==> src/rtl/seq_alu_pkg.sv <==
// Shared types and constants for the sequential ALU.
// Optional feature macro: SEQ_ALU_DIV_EN (enables the DIVU/REMU iterative divider).
package seq_alu_pkg;

  typedef enum logic [3:0] {
    OP_AND    = 4'd0,
    OP_OR     = 4'd1,
    OP_ADD    = 4'd2,
    OP_SLTU   = 4'd3,
    OP_SLL    = 4'd4,
    OP_SRL    = 4'd5,
    OP_SUB    = 4'd6,
    OP_SLT    = 4'd7,
    OP_SRA    = 4'd8,
    OP_MUL    = 4'd10,
    OP_NOR    = 4'd12,
    OP_DIVU   = 4'd13,
    OP_REMU   = 4'd14,
    OP_UNSUP  = 4'd15   // representative of every unassigned code: result 0
  } alu_op_e;

  typedef enum logic {
    IDLE = 1'b0,
    BUSY = 1'b1
  } alu_state_e;

  // Which function the shared iteration unit is running.
  typedef enum logic [1:0] {
    ITER_MUL  = 2'd0,
    ITER_DIVU = 2'd1,
    ITER_REMU = 2'd2
  } iter_mode_e;

  localparam int ALU_WIDTH_DEFAULT = 32;

  // Request-to-result latency of MUL/DIVU/REMU in cycles: WIDTH+1
  // (one capture cycle plus WIDTH iteration steps), shown for the default WIDTH.
  localparam int ALU_LATENCY_ITER = ALU_WIDTH_DEFAULT + 1;

  // True for the codes handled by the multi-cycle iteration unit.
  function automatic logic is_iter_op(input logic [3:0] op);
`ifdef SEQ_ALU_DIV_EN
    return (op == OP_MUL) || (op == OP_DIVU) || (op == OP_REMU);
`else
    return (op == OP_MUL);
`endif
  endfunction

  // Iteration-unit mode for an iterative code.
  function automatic iter_mode_e iter_mode(input logic [3:0] op);
    case (op)
      OP_DIVU: return ITER_DIVU;
      OP_REMU: return ITER_REMU;
      default: return ITER_MUL;
    endcase
  endfunction

endpackage

==> src/rtl/seq_alu_iter.sv <==
// Shared iteration unit: shift-add multiplier and, with SEQ_ALU_DIV_EN defined,
// a restoring divider. Both reuse the same accumulator, operand and counter
// registers. start_i loads the operands; WIDTH steps follow, one per cycle;
// done_o flags the last step and result_o carries that step's outcome.
module seq_alu_iter
  import seq_alu_pkg::*;
#(
  parameter int WIDTH = 32,
  parameter int CNT_W = $clog2(WIDTH) + 1
) (
  input  logic             clk_i,
  input  logic             rst_i,
  input  logic             start_i,
  input  iter_mode_e       mode_i,
  input  logic [WIDTH-1:0] a_i,
  input  logic [WIDTH-1:0] b_i,
  output logic             done_o,
  output logic [WIDTH-1:0] result_o
);

  logic             active_q;
  iter_mode_e       mode_q;
  logic [CNT_W-1:0] cnt_q;
  // MUL: acc = partial product, opa = shifted multiplicand, opb = multiplier.
  // DIV: acc = partial remainder, opa = divisor, opb = dividend/quotient shifter.
  logic [WIDTH-1:0] acc_q, opa_q, opb_q;
  logic [WIDTH-1:0] acc_d, opa_d, opb_d;
`ifdef SEQ_ALU_DIV_EN
  logic [WIDTH:0]   rem_shift, diff;
`endif

  // One iteration step computed from the current register contents.
  always_comb begin
    // NOTE: every always_comb output gets a default first so no path infers a latch.
    acc_d = acc_q;
    opa_d = opa_q;
    opb_d = opb_q;
`ifdef SEQ_ALU_DIV_EN
    rem_shift = '0;
    diff      = '0;
`endif
    case (mode_q)
`ifdef SEQ_ALU_DIV_EN
      ITER_DIVU, ITER_REMU: begin
        // Bring down the next dividend bit; keep the difference if it did not borrow.
        rem_shift = {acc_q, opb_q[WIDTH-1]};
        diff      = rem_shift - {1'b0, opa_q};
        if (diff[WIDTH]) begin
          acc_d = rem_shift[WIDTH-1:0];
          opb_d = {opb_q[WIDTH-2:0], 1'b0};
        end else begin
          acc_d = diff[WIDTH-1:0];
          opb_d = {opb_q[WIDTH-2:0], 1'b1};
        end
      end
`endif
      default: begin
        if (opb_q[0]) acc_d = acc_q + opa_q;
        opa_d = opa_q << 1;
        opb_d = opb_q >> 1;
      end
    endcase
  end

  // Result of the step in progress, selected by mode.
  always_comb begin
    case (mode_q)
`ifdef SEQ_ALU_DIV_EN
      ITER_DIVU: result_o = opb_d;
      ITER_REMU: result_o = acc_d;
`endif
      default:   result_o = acc_d;
    endcase
  end

  assign done_o = active_q && (cnt_q == CNT_W'(WIDTH - 1));

  // Operand load on start, then one step per cycle until the last one.
  always_ff @(posedge clk_i) begin
    // NOTE: datapath registers are reset too so an aborted operation leaves no stale state.
    if (rst_i) begin
      active_q <= 1'b0;
      mode_q   <= ITER_MUL;
      cnt_q    <= '0;
      acc_q    <= '0;
      opa_q    <= '0;
      opb_q    <= '0;
    end else if (start_i) begin
      // NOTE: sequential state uses non-blocking assignments so all registers update together.
      active_q <= 1'b1;
      mode_q   <= mode_i;
      cnt_q    <= '0;
      acc_q    <= '0;
      opa_q    <= (mode_i == ITER_MUL) ? a_i : b_i;
      opb_q    <= (mode_i == ITER_MUL) ? b_i : a_i;
    end else if (active_q) begin
      acc_q <= acc_d;
      opa_q <= opa_d;
      opb_q <= opb_d;
      if (done_o) begin
        active_q <= 1'b0;
        cnt_q    <= '0;
      end else begin
        cnt_q <= cnt_q + 1'b1;
      end
    end
  end

endmodule

==> src/rtl/seq_alu.sv <==
// Sequential ALU with valid/ready handshakes on both sides. Single-cycle codes
// load the output register at acceptance; MUL (and DIVU/REMU when
// SEQ_ALU_DIV_EN is defined) run in seq_alu_iter while issue is stalled.
module seq_alu
  import seq_alu_pkg::*;
#(
  parameter int WIDTH = 32,
  parameter int CNT_W = $clog2(WIDTH) + 1
) (
  input  logic             clk_i,
  input  logic             rst_i,
  input  logic             valid_i,
  output logic             ready_o,
  input  logic [WIDTH-1:0] src1_i,
  input  logic [WIDTH-1:0] src2_i,
  input  logic [3:0]       ctrl_i,
  output logic             valid_o,
  input  logic             ready_i,
  output logic [WIDTH-1:0] result_o,
  output logic             zero_o,
  output logic             ovf_o
);

  localparam int SH_W = $clog2(WIDTH);
  localparam logic [0:0] S_IDLE = IDLE;
  localparam logic [0:0] S_BUSY = BUSY;

  logic [0:0]       state_q;
  logic             accept, iter_op, start, load, iter_done;
  logic [WIDTH-1:0] iter_result;
  logic [WIDTH-1:0] sc_result, load_result, sum, dif;
  logic             sc_ovf, load_ovf;
  logic [SH_W-1:0]  shamt;

  assign ready_o = (state_q == S_IDLE) && (!valid_o || ready_i);
  assign accept  = valid_i && ready_o;
  assign iter_op = is_iter_op(ctrl_i);
  assign start   = accept && iter_op;
  assign shamt   = src2_i[SH_W-1:0];
  assign sum     = src1_i + src2_i;
  assign dif     = src1_i - src2_i;

  // Single-cycle datapath straight from the request operands.
  always_comb begin
    sc_result = '0;
    sc_ovf    = 1'b0;
    case (ctrl_i)
      OP_AND:  sc_result = src1_i & src2_i;
      OP_OR:   sc_result = src1_i | src2_i;
      OP_ADD: begin
        sc_result = sum;
        sc_ovf    = (src1_i[WIDTH-1] == src2_i[WIDTH-1]) && (sum[WIDTH-1] != src1_i[WIDTH-1]);
      end
      OP_SLTU: sc_result = {{(WIDTH-1){1'b0}}, (src1_i < src2_i)};
      OP_SLL:  sc_result = src1_i << shamt;
      OP_SRL:  sc_result = src1_i >> shamt;
      OP_SUB: begin
        sc_result = dif;
        sc_ovf    = (src1_i[WIDTH-1] != src2_i[WIDTH-1]) && (dif[WIDTH-1] != src1_i[WIDTH-1]);
      end
      OP_SLT:  sc_result = {{(WIDTH-1){1'b0}}, ($signed(src1_i) < $signed(src2_i))};
      OP_SRA:  sc_result = WIDTH'($signed(src1_i) >>> shamt);
      OP_NOR:  sc_result = ~(src1_i | src2_i);
      default: sc_result = '0;
    endcase
  end

  seq_alu_iter #(
    .WIDTH (WIDTH),
    .CNT_W (CNT_W)
  ) u_iter (
    .clk_i    (clk_i),
    .rst_i    (rst_i),
    .start_i  (start),
    .mode_i   (iter_mode(ctrl_i)),
    .a_i      (src1_i),
    .b_i      (src2_i),
    .done_o   (iter_done),
    .result_o (iter_result)
  );

  // Output register loads on a single-cycle accept or on the final iteration step.
  assign load        = (accept && !iter_op) || ((state_q == S_BUSY) && iter_done);
  assign load_result = (state_q == S_BUSY) ? iter_result : sc_result;
  assign load_ovf    = (state_q == S_BUSY) ? 1'b0 : sc_ovf;

  // IDLE/BUSY sequencing of iterative operations.
  always_ff @(posedge clk_i) begin
    if (rst_i) begin
      state_q <= S_IDLE;
    end else begin
      case (state_q)
        S_IDLE:  if (start) state_q <= S_BUSY;
        S_BUSY:  if (iter_done) state_q <= S_IDLE;
        default: state_q <= S_IDLE;
      endcase
    end
  end

  // Result register: reload wins over consumption, otherwise hold until taken.
  always_ff @(posedge clk_i) begin
    if (rst_i) begin
      valid_o  <= 1'b0;
      result_o <= '0;
      zero_o   <= 1'b1;
      ovf_o    <= 1'b0;
    end else if (load) begin
      valid_o  <= 1'b1;
      result_o <= load_result;
      zero_o   <= (load_result == '0);
      ovf_o    <= load_ovf;
    end else if (valid_o && ready_i) begin
      valid_o <= 1'b0;
    end
  end

endmodule
==> config.mk <==
export PLATFORM = sky130hd
export DESIGN_NAME = seq_alu
export DESIGN_NICKNAME = d
export VERILOG_FILES = /design/src/rtl/seq_alu_pkg.sv /design/src/rtl/seq_alu_iter.sv /design/src/rtl/seq_alu.sv
export SDC_FILE = /design/constraint.sdc
export NUM_CORES = 1
export LEC_CHECK = 0
export ABC_AREA = 1
export BUFFER_PORTS_ARGS = -buffer_cell sky130_fd_sc_hd__buf_2
export CAP_MARGIN = 0
export CORE_MARGIN = 2
export CORE_UTILIZATION = 35
export CTS_CLUSTER_DIAMETER = 100
export CTS_CLUSTER_SIZE = 25
export DETAILED_ROUTE_END_ITERATION = 7
export GPL_TIMING_DRIVEN = 0
export HOLD_SLACK_MARGIN = 0.1
export PLACE_DENSITY_LB_ADDON = 0.2
export SYNTH_ARGS = -nofsm -noshare
export SYNTH_HDL_FRONTEND = slang
export SYNTH_HIERARCHICAL = 1
export SYNTH_SLANG_ARGS = --single-unit
==> constraint.sdc <==
create_clock -name clk_i -period 2.9 [get_ports clk_i]
set_input_delay 0.145 -clock clk_i [delete_from_list [all_inputs] [get_ports clk_i]]
set_output_delay 0.145 -clock clk_i [all_outputs]
set_load 0.02 [all_outputs]
### After elaboration in Yosys (flattened, before gate mapping)

Index checks and enable logic that the tools add are counted.

| operators by class | value |
|---|---|
| add/sub/neg operators | 4 |
| magnitude comparators | 2 |
| eq/ne operators | 17 |
| shifts and indexed selects | 3 |
| multiplexer cells | 20 |
| bitwise logic cells | 4 |
| reductions and logical operators | 19 |

Operator list:

| cell | count |
|---|---|
| case mux 32 bit (10 select lines) | 1 |
| two-way mux 32 bit | 8 |
| adder 32 bit | 2 |
| < comparator 32 bit | 2 |
| AND 32 bit | 1 |
| logical NOT 32 bit | 1 |
| NOT 32 bit | 1 |
| bitwise OR 32 bit | 1 |
| << shifter 32 x 5 -> 32 bit | 1 |
| right shift 32 x 5 -> 32 bit | 1 |
| >>> shifter 32 x 5 -> 32 bit | 1 |
| subtractor 32 bit | 1 |
| equality test 4 bit, second input constant | 5 |
| equality test 4 x 3 -> 1 bit, second input constant | 4 |
| logical AND 1 bit | 9 |
| equality test 4 x 2 -> 1 bit, second input constant | 2 |
| two-way mux 1 bit | 7 |
| adder 6 x 1 -> 6 bit, second input constant | 1 |
| equality test 6 x 5 -> 1 bit, second input constant | 1 |
| two-way mux 6 bit | 1 |
| equality test 4 x 1 -> 1 bit, second input constant | 1 |
| logical NOT 4 bit | 1 |
| case mux 1 bit (2 select lines) | 2 |
| case mux 2 bit (2 select lines) | 1 |
| other kinds (8) | 13 |

| word-level totals | value |
|---|---|
| register bits after elaboration | 139 |
| logic and storage cells | 79 |

### Longest topological paths before layout

Gate-level depths: netlist of the first run.

| logic depth | value |
|---|---|
| depth in word-level cells | 7 |
| depth in mapped cells | 27 |
| gate-level depth less buffers | 24 |

### Hierarchy

Netlist of the first run, hierarchy kept.

By module, submodules not included:

| module | instances | cells each | area each (um^2) |
|---|---|---|---|
| seq_alu | 1 | 2410 | 12141.6 |
| seq_alu_iter | 1 | 1294 | 7644.8 |

### Worst setup path after synthesis of the first run

OpenSTA, ideal clock, no wires.

| timing path | value |
|---|---|
| path type | in2reg |
| start point | input src2_i[4] |
| end point | register zero_o |
| setup time | 58 ps |
| data arrival time | 2546 ps |
| data required time | 2842 ps |
| setup slack | 296 ps |
| cell stages on the path | 20 |
| cell sequence | buf_2 -> inv_1 -> clkbuf_1 -> ha_1 -> buf_2 -> nor2_2 -> nand3_1 -> nand2_1 -> nand2_1 -> nand3_1 -> nand2_1 -> nand2_1 -> nand2_1 -> nand3_1 -> nand3_1 -> a21boi_0 -> nand3_1 -> nor3_1 -> nand2_1 -> nand2_1 |

| on the way | value |
|---|---|
| longest elaborated chain between the ends | 5 |

Ends and longest elaborated chain:

| what | RTL line | source |
|---|---|---|
| start: declaration | seq_alu.sv:15 | `input logic [WIDTH-1:0] src2_i,` |
| parallel branches: the longest is 2 deep, another holds subtractor 32 bit | -- |  |
| case mux 32 bit (10 select lines) (*) | seq_alu.sv:47 | `case (ctrl_i)` |
| two-way mux 32 bit (*) | seq_alu.sv:84 | `assign load_result = (state_q == S_BUSY) ? iter_result : sc_result;` |
| logical NOT 32 bit (*) | seq_alu.sv:110 | `zero_o <= (load_result == '0);` |
| end signal: assignment | seq_alu.sv:110 |  |
| end: declaration | seq_alu.sv:20 | `output logic zero_o,` |

Every way passes the cells marked *.
A chain may end at the register's enable or synchronous reset.

### Worst setup path after layout of the first run

| timing path | value |
|---|---|
| start point | input ctrl_i[1] |
| end point | register zero_o |

| on the way | value |
|---|---|
| longest elaborated chain between the ends | 4 |

Ends and longest elaborated chain:

| what | RTL line | source |
|---|---|---|
| start: declaration | seq_alu.sv:16 | `input logic [3:0] ctrl_i,` |
| equality test 4 bit (tied with other cells) | seq_alu.sv:47 |  |
| case mux 32 bit (10 select lines) or logical NOT 1 bit (tied branches) | seq_alu.sv:47, seq_alu.sv:83 |  |
| two-way mux 32 bit or logical AND 1 bit (tied branches) | seq_alu.sv:84, seq_alu.sv:83 |  |
| logical NOT 32 bit or logical OR 1 bit (tied branches) | seq_alu.sv:110, seq_alu.sv:83 |  |

Several ways; a longest one is shown, not always the timed one.

==> flow_metrics.py, run 1 <==
metrics = {
    "worst_setup_path": {
        "reg2reg_depth": 18,
        "r2r-start": "u_iter/opa_q[0]",
        "startpoint_type": "primary input",
        "arrival_ns": 3.27,
        "path_cells": "buf_2 > inv_2 > nor2_1 > nand2_1 > inv_2 > buf_2 > nand3_1 > nand4_1 > nand2_1 > nand2_1 > nor2_1 > nand3_1 > nor2_1 > nand2_1 > nand2_1",
        "cpLargestDelayFamily": "simple AND/OR/NAND/NOR gates",
        "cpMaxStageDelayCell": "nor2_1",
        "cp.depth": 15,
        "r2r-end": "zero_o",
        "cpPeakStageDelay_ns": 0.59,
        "crit_top_cell": "nand2_1",
        "critical_path_class": "primary input to register",
        "worst-endpoint-required_ns": 3.25,
        "r2r_setup_slack_ns": 0.05,
        "critPathCaptureType": "register",
        "cp_num_buf_inv": 4,
        "crit_fanout": 10,
    },
    "routing": {
        "drt_first_pass_iters": 8,
        "routed_wl_mm": 107.2,
        "postRouteAntennaNets": 0,
        "wl_per_cell_um": 23.29,
        "drc": 0,
        "via_count": 25520,
        "drt-initial-drc-count": 3291,
        "avgViaCountPerCell": 5.545,
    },
    "synth": {
        "synth_nets": 3910,
        "synth_top_family_by_area": "simple AND/OR/NAND/NOR gates",
        "ys_seq_area_share_pct": 14.06,
        "synth-compound-area-share_pct": 16.26,
        "synth_top_flop_cell": "dfxtp_1",
        "synth.avg_cell_area_um2": 5.342,
        "netlist_area_um2": 19790,
        "yosys_warnings": 6,
        "synth_seq_cells": 139,
        "synth-edff-count": 0,
        "synth.mux.area_fraction_pct": 0,
        "synth_cell_types": 51,
        "synth-async-reset-ratio_pct": 0,
        "synth_xor_area_share_pct": 0.7525,
        "synthAdderAreaFrac_pct": 8.587,
        "synth-simple-area-share_pct": 45.66,
        "syn_inst": 3704,
    },
    "clock_tree": {
        "cts-root-buf": "clkbuf_16",
        "clock_latency_ns": 0.45,
        "cts_tree": "done",
        "clk_path_buf_depth": 2,
        "htreeDepth": 4,
        "cts_buffers": 17,
        "clk_transition_reported_paths_ns": 0.08,
        "cts.sink_count": 139,
    },
    "sta": {
        "worst_slew_pin_slew_ns": 0.8151,
        "period_share_pct": 100.8,
        "maxSlewHeadroom_pct": 45.66,
        "finalMaxSlewViolations": 0,
        "hold_viol": 0,
        "rsz0062_at_grt": "true",
        "setup_viol": 2,
        "max_freq_ghz": 0.3422,
        "fin_crit_ns": 2.922,
        "fin_skew_ns": 0.01722,
        "finalSetupTns_ns": -0.03857,
        "worst_slack_ns": -0.02217,
    },
    "placed_design": {
        "gp_congestion": 1.041,
        "port_buffers": 107,
        "place_hpwl_mm": 89.54,
    },
    "die": {
        "die_h_um": 241.8,
        "dieWidth_um": 241.8,
        "initial_core_util_pct": 35.23,
        "ios": 108,
        "core-area_um2": 56170,
        "fp.dieArea_um2": 58450,
        "placementRows": 87,
    },
    "run_status": {
        "violations": "negative setup slack",
        "status": "finished with violations",
    },
    "worst_hold_path": {
        "holdPathStages": 3,
        "holdPathEnd": "u_iter/opa_q[2]",
        "worst_hold_startpoint": "src2_i[2]",
        "min_path_type": "primary input to register",
    },
    "layout": {
        "nets": 4038,
        "area_delta_synth_final_pct": 11.96,
        "layout-drive-gt1-share_pct": 8.999,
        "final_util_pct": 39.44,
    },
    "job": {
        "drv_cap": 0,
    },
    "global_route": {
        "grt_pass1_wl_mm": 154.3,
        "grt.total_usage_pct": 35.51,
        "grt_antenna_before_repair": 1,
        "grt_pass1_vias": 23430,
        "grt_max_degree": 17,
        "grt_overflow": 0,
    },
    "power_and_ir_drop": {
        "p_per_area_nw_per_um2": 335.8,
        "ir_worst_vdd_mv": 0.4949,
        "p_leak_nw": 12.13,
    },
}
registers in the layout, summed over array words and instances, names as in the netlist:
name,flops
u_iter/cnt_q,6
zero_o,1
u_iter/active_q,1
valid_o,1
u_iter/acc_q,32
state_q,1
u_iter/opa_q,32
ovf_o,1
u_iter/opb_q,32
result_o,32
per-layer routing:
metal | global-route usage [%] | vias up | wire [um]
li1 | - | 12240 | -
met2 | 55.82 | 1331 | 46160
met1 | 46.16 | 11670 | 45080
met4 | 18.08 | 2 | 6072
met3 | 6.670 | 273 | 9763
met5 | 1.552 | - | 131
power by group:
| group | internal [mW] | switching, mW |
|---|---|---|
| sequential | 2.00 | 0.0736 |
| clock | 1.32 | 1.06 |
| combinational | 0.818 | 2.17 |
cells in the final DEF (no fill, tap or decap), types with 4 or more instances in the layout:
master     instances
dfxtp_1          138
a21oi_1          213
o22ai_1            4
inv_1            514
buf_2            164
o211ai_1          35
inv_2             11
nor2_4             6
nor2_1           311
a211oi_1           7
buf_1             14
buf_6             14
o21ai_1            8
nand3b_1           8
nand3_2           12
clkbuf_16         17
nor3_1            25
and2_1             4
ha_1             130
buf_4             26
o21ai_0          243
nand4_1           50
nand3_1          550
xor2_1            12
o2111ai_1          4
clkbuf_1          58
o21bai_1          33
a21boi_1           6
nand2_2           35
nand2_1         1099
xnor2_1            5
inv_6              7
a221oi_1           8
inv_8              4
nor2_2            16
cells in the mapped netlist (19+ instances only):
master | number | share of area (%)
a21oi_1 | 214 | 5.4
buf_4 | 19 | 0.72
nor3_1 | 26 | 0.66
nand4_1 | 50 | 1.6
buf_2 | 69 | 1.7
clkbuf_1 | 60 | 1.1
nor2_1 | 324 | 6.1
nand2_2 | 23 | 0.73
nand2_1 | 1111 | 21
dfxtp_1 | 139 | 14
o21ai_0 | 243 | 6.1
ha_1 | 131 | 8.3
inv_1 | 515 | 9.8
o211ai_1 | 35 | 1.3
o21bai_1 | 33 | 1.3
nand3_1 | 555 | 14
area by class of cell:
| type | instances | area, um^2 |
|---|---|---|
| Timing Repair Buffer | 112 | 583.1 |
| Clock buffer | 17 | 425.4 |
| Clock inverter | 15 | 191.4 |
| Buffer | 174 | 963.4 |
| Tap cell | 756 | 945.9 |
| Fill cell | 6652 | 34020 |
| Sequential cell | 139 | 2784 |
| Inverter | 530 | 2001 |
| Antenna cell | 1 | 2.502 |
| Multi-Input combinational cell | 2858 | 14260 |
worst register-to-register path, delay by kind of cell, from the launching register on:
kind            cells  cell delay, ns
simple gates       15            1.62
fa+ha+maj           2            0.61
flops               1            0.36
compound gates      1            0.20
repair_timing:
| item | in CTS | in global routing |
|---|---|---|
| hold endpoints to repair | 1 | 0 |
| buffers inserted | 2 | 2 |
| gates resized for setup | 38 | 39 |
| hold buffers | 1 | 0 |
| setup endpoints to repair | 33 | 20 |
| pin swaps | 1 | 6 |
how the worst max path moves through the flow:
stage               startpoint     end
finish               ctrl_i[1]  zero_o
global route         src2_i[1]  zero_o
CTS                  src2_i[2]  zero_o
detailed placement   src2_i[4]  zero_o
global placement     src2_i[4]  zero_o
floorplan            src2_i[4]  zero_o
kinds of logic after synthesis:
group	Yosys count
AOI/OAI and AO/OA	579
xor gates and xnor gates	17
adders and majority gates	134
buffers and inverters	707
DFF	139
and+or+nand+nor	2128
stage by stage:
| stage | instances | hold WS [ns] | worst slack (ns) | power, mW | cell area, um^2 |
|---|---|---|---|---|---|
| 2_1_floorplan | 3704 | 0.2141 | 0.2960 | 3.848 | 19790 |
| 3_3_place_gp | 4567 | 0.4569 | -1.269 | 4.952 | 21270 |
| 3_5_place_dp | 4567 | 0.4618 | -1.257 | 4.939 | 21270 |
| 4_1_cts | 4599 | 0.1269 | 0.01570 | 7.355 | 22010 |
| 5_1_grt | 4601 | 0.1439 | -0.1114 | 7.797 | 22150 |
| 6_report | 4602 | 0.1468 | -0.02217 | 7.440 | 22150 |
No activity file was read; power rests on OpenSTA's default activity.
==> run 2: changes to the inputs <==
--- a/config.mk
+++ b/config.mk
@@ -16,6 +16,8 @@
 export GPL_TIMING_DRIVEN = 0
 export HOLD_SLACK_MARGIN = 0.1
 export PLACE_DENSITY_LB_ADDON = 0.2
+export RECOVER_POWER = 25
+export SKIP_CTS_REPAIR_TIMING = 1
 export SYNTH_ARGS = -nofsm -noshare
 export SYNTH_HDL_FRONTEND = slang
 export SYNTH_HIERARCHICAL = 1
==> run 2 against run 1 <==
Against the previous run: the flow still finishes with violations (negative setup slack); fmax fell by 1.9%; combinational power is essentially flat; routed wire length is essentially flat; core utilization hardly changed; non-clock buffer count up 5; first-iteration DRC count is 5.4% lower; sequential share of layout area hardly changed; setup slack lost 0.057 ns; critical endpoint unchanged; largest power group unchanged.
==> flow_metrics.py, run 2 (synthesis gave the netlist of run 1 again) <==
metrics = {
    "worst_setup_path": {
        "path_cells": "buf_2 > inv_2 > nor2_1 > nand2_1 > inv_2 > clkbuf_2 > nand3_1 > nand4_1 > nand2_1 > nand2_1 > nor2_1 > nand3_1 > nor2_1 > nand2_1 > nand2_1",
        "worst-endpoint-required_ns": 3.25,
        "r2r-end": "u_iter/acc_q[3]",
        "cpMaxStageDelayCell": "nor2_1",
        "critPathCaptureType": "register",
        "r2r-start": "state_q",
        "critical_path_class": "primary input to register",
        "reg2reg_depth": 11,
        "crit_fanout": 10,
        "arrival_ns": 3.32,
        "cpPeakStageDelay_ns": 0.65,
        "startpoint_type": "primary input",
        "crit_top_cell": "nand2_1",
        "r2r_setup_slack_ns": 0.01,
    },
    "die": {
        "core-area_um2": 56170,
        "ios": 108,
        "die_h_um": 241.8,
        "placementRows": 87,
        "dieWidth_um": 241.8,
        "initial_core_util_pct": 35.23,
        "fp.dieArea_um2": 58450,
    },
    "global_route": {
        "grt_antenna_before_repair": 3,
        "grt_pass1_vias": 23360,
        "grt_max_degree": 17,
        "grt.total_usage_pct": 35.48,
        "grt_pass1_wl_mm": 154.1,
        "grt_overflow": 0,
    },
    "sta": {
        "setup_viol": 1,
        "max_freq_ghz": 0.3357,
        "worst_slack_ns": -0.07870,
        "finalMaxSlewViolations": 0,
        "hold_viol": 0,
        "period_share_pct": 102.7,
        "hold_slack_ns": 0.1372,
        "maxSlewHeadroom_pct": 43.45,
        "fin_crit_ns": 2.979,
        "worst_slew_pin_slew_ns": 0.8451,
        "finalSetupTns_ns": -0.07870,
        "fin_skew_ns": 0.01673,
        "rsz0062_at_grt": "true",
    },
    "layout": {
        "seq_area_um2": 2783,
        "nets": 4043,
        "antennaDiodeCount": 0,
        "multiInputGateArea_um2": 14270,
        "layout-drive-gt1-share_pct": 8.208,
        "final_util_pct": 39.47,
        "final_common_cell": "nand2_1",
        "stdcell_count": 4606,
        "fill_cells": 6657,
        "layout_common_cells": "1098 x nand2_1, 548 x nand3_1, 514 x inv_1",
        "finalInstanceArea_um2": 22170,
        "area_delta_synth_final_pct": 12.05,
    },
    "placed_design": {
        "gp_congestion": 1.041,
        "post-place-cells": 4567,
        "pre_cts_slack_ns": -1.257,
        "place_hpwl_mm": 89.54,
        "dpl-instance-area_um2": 21270,
        "port_buffers": 107,
    },
    "clock_tree": {
        "cts.sink_count": 139,
        "clk_path_buf_depth": 2,
        "htreeDepth": 4,
        "cts_buffers": 17,
        "cts_tree": "done",
        "cts-root-buf": "clkbuf_16",
        "clk_transition_reported_paths_ns": 0.08,
        "clock_latency_ns": 0.45,
    },
    "power_and_ir_drop": {
        "p_leak_nw": 12.02,
        "p_per_area_nw_per_um2": 336.0,
        "ir_worst_vdd_mv": 0.4953,
        "power_mw": 7.449,
    },
    "routing": {
        "via_count": 25430,
        "avgViaCountPerCell": 5.520,
        "wl_per_cell_um": 23.28,
        "routed_wl_mm": 107.2,
        "drt-initial-drc-count": 3114,
        "drc": 0,
        "drt_first_pass_iters": 6,
        "postRouteAntennaNets": 0,
    },
    "worst_hold_path": {
        "holdPathStages": 3,
        "worst_hold_startpoint": "src2_i[2]",
        "holdPathEnd": "u_iter/opa_q[2]",
        "min_path_type": "primary input to register",
    },
    "job": {
        "drv_cap": 0,
    },
    "run_status": {
        "status": "finished with violations",
        "violations": "negative setup slack",
    },
}
==> run 2: cell count changes in the layout (fill, tap and decap cells not counted), sizes merged <==
cell | previous run | this run
buf | 221 | 186
clkbuf | 80 | 120
diode | 1 | 0
==> run 2: worst max-delay path by stage <==
stage	startpoint	endpoint	slack [ns]	cells after the start
after global placement	src2_i[4]	zero_o	-1.27	27
after detailed placement	src2_i[4]	zero_o	-1.26	27
after global routing	src2_i[1]	zero_o	-0.15	23
after floorplan	src2_i[4]	zero_o	0.30	20
after CTS	src2_i[4]	zero_o	-0.83	27
final	ctrl_i[1]	zero_o	-0.08	15
==> run 2: area by class of cell <==
type | count | share of cell area, %
clock inverters | 15 | 0.8635
clock buffers | 17 | 1.919
flip-flops and latches | 139 | 12.55
repair buffers | 115 | 2.557
plain buffers | 176 | 4.470
well taps | 756 | 4.267
inverters | 530 | 9.002
multi-input cells | 2858 | 64.37
==> run 2: metal layers <==
metal	up-vias	global-route usage (%)	wire [um]	share of wire [%]
met1	11650	46.31	45410	42
li1	12250	-	-	-
met4	4	18.43	6358	5.9
met2	1253	55.53	45880	43
met3	266	6.681	9555	8.9
met5	-	0	26	0.024
==> run 2: power by group <==
group          switching, mW  internal, mW
Sequential            0.0747          2.00
Combinational           2.17         0.817
Clock                   1.07          1.32
Total                   3.31          4.14
==> run 2: worst max-delay path: cells and delay by family <==
kind / cells / cell delay, ns
buffers and inverters: 4 / 1.05
and+or+nand+nor: 11 / 2.11
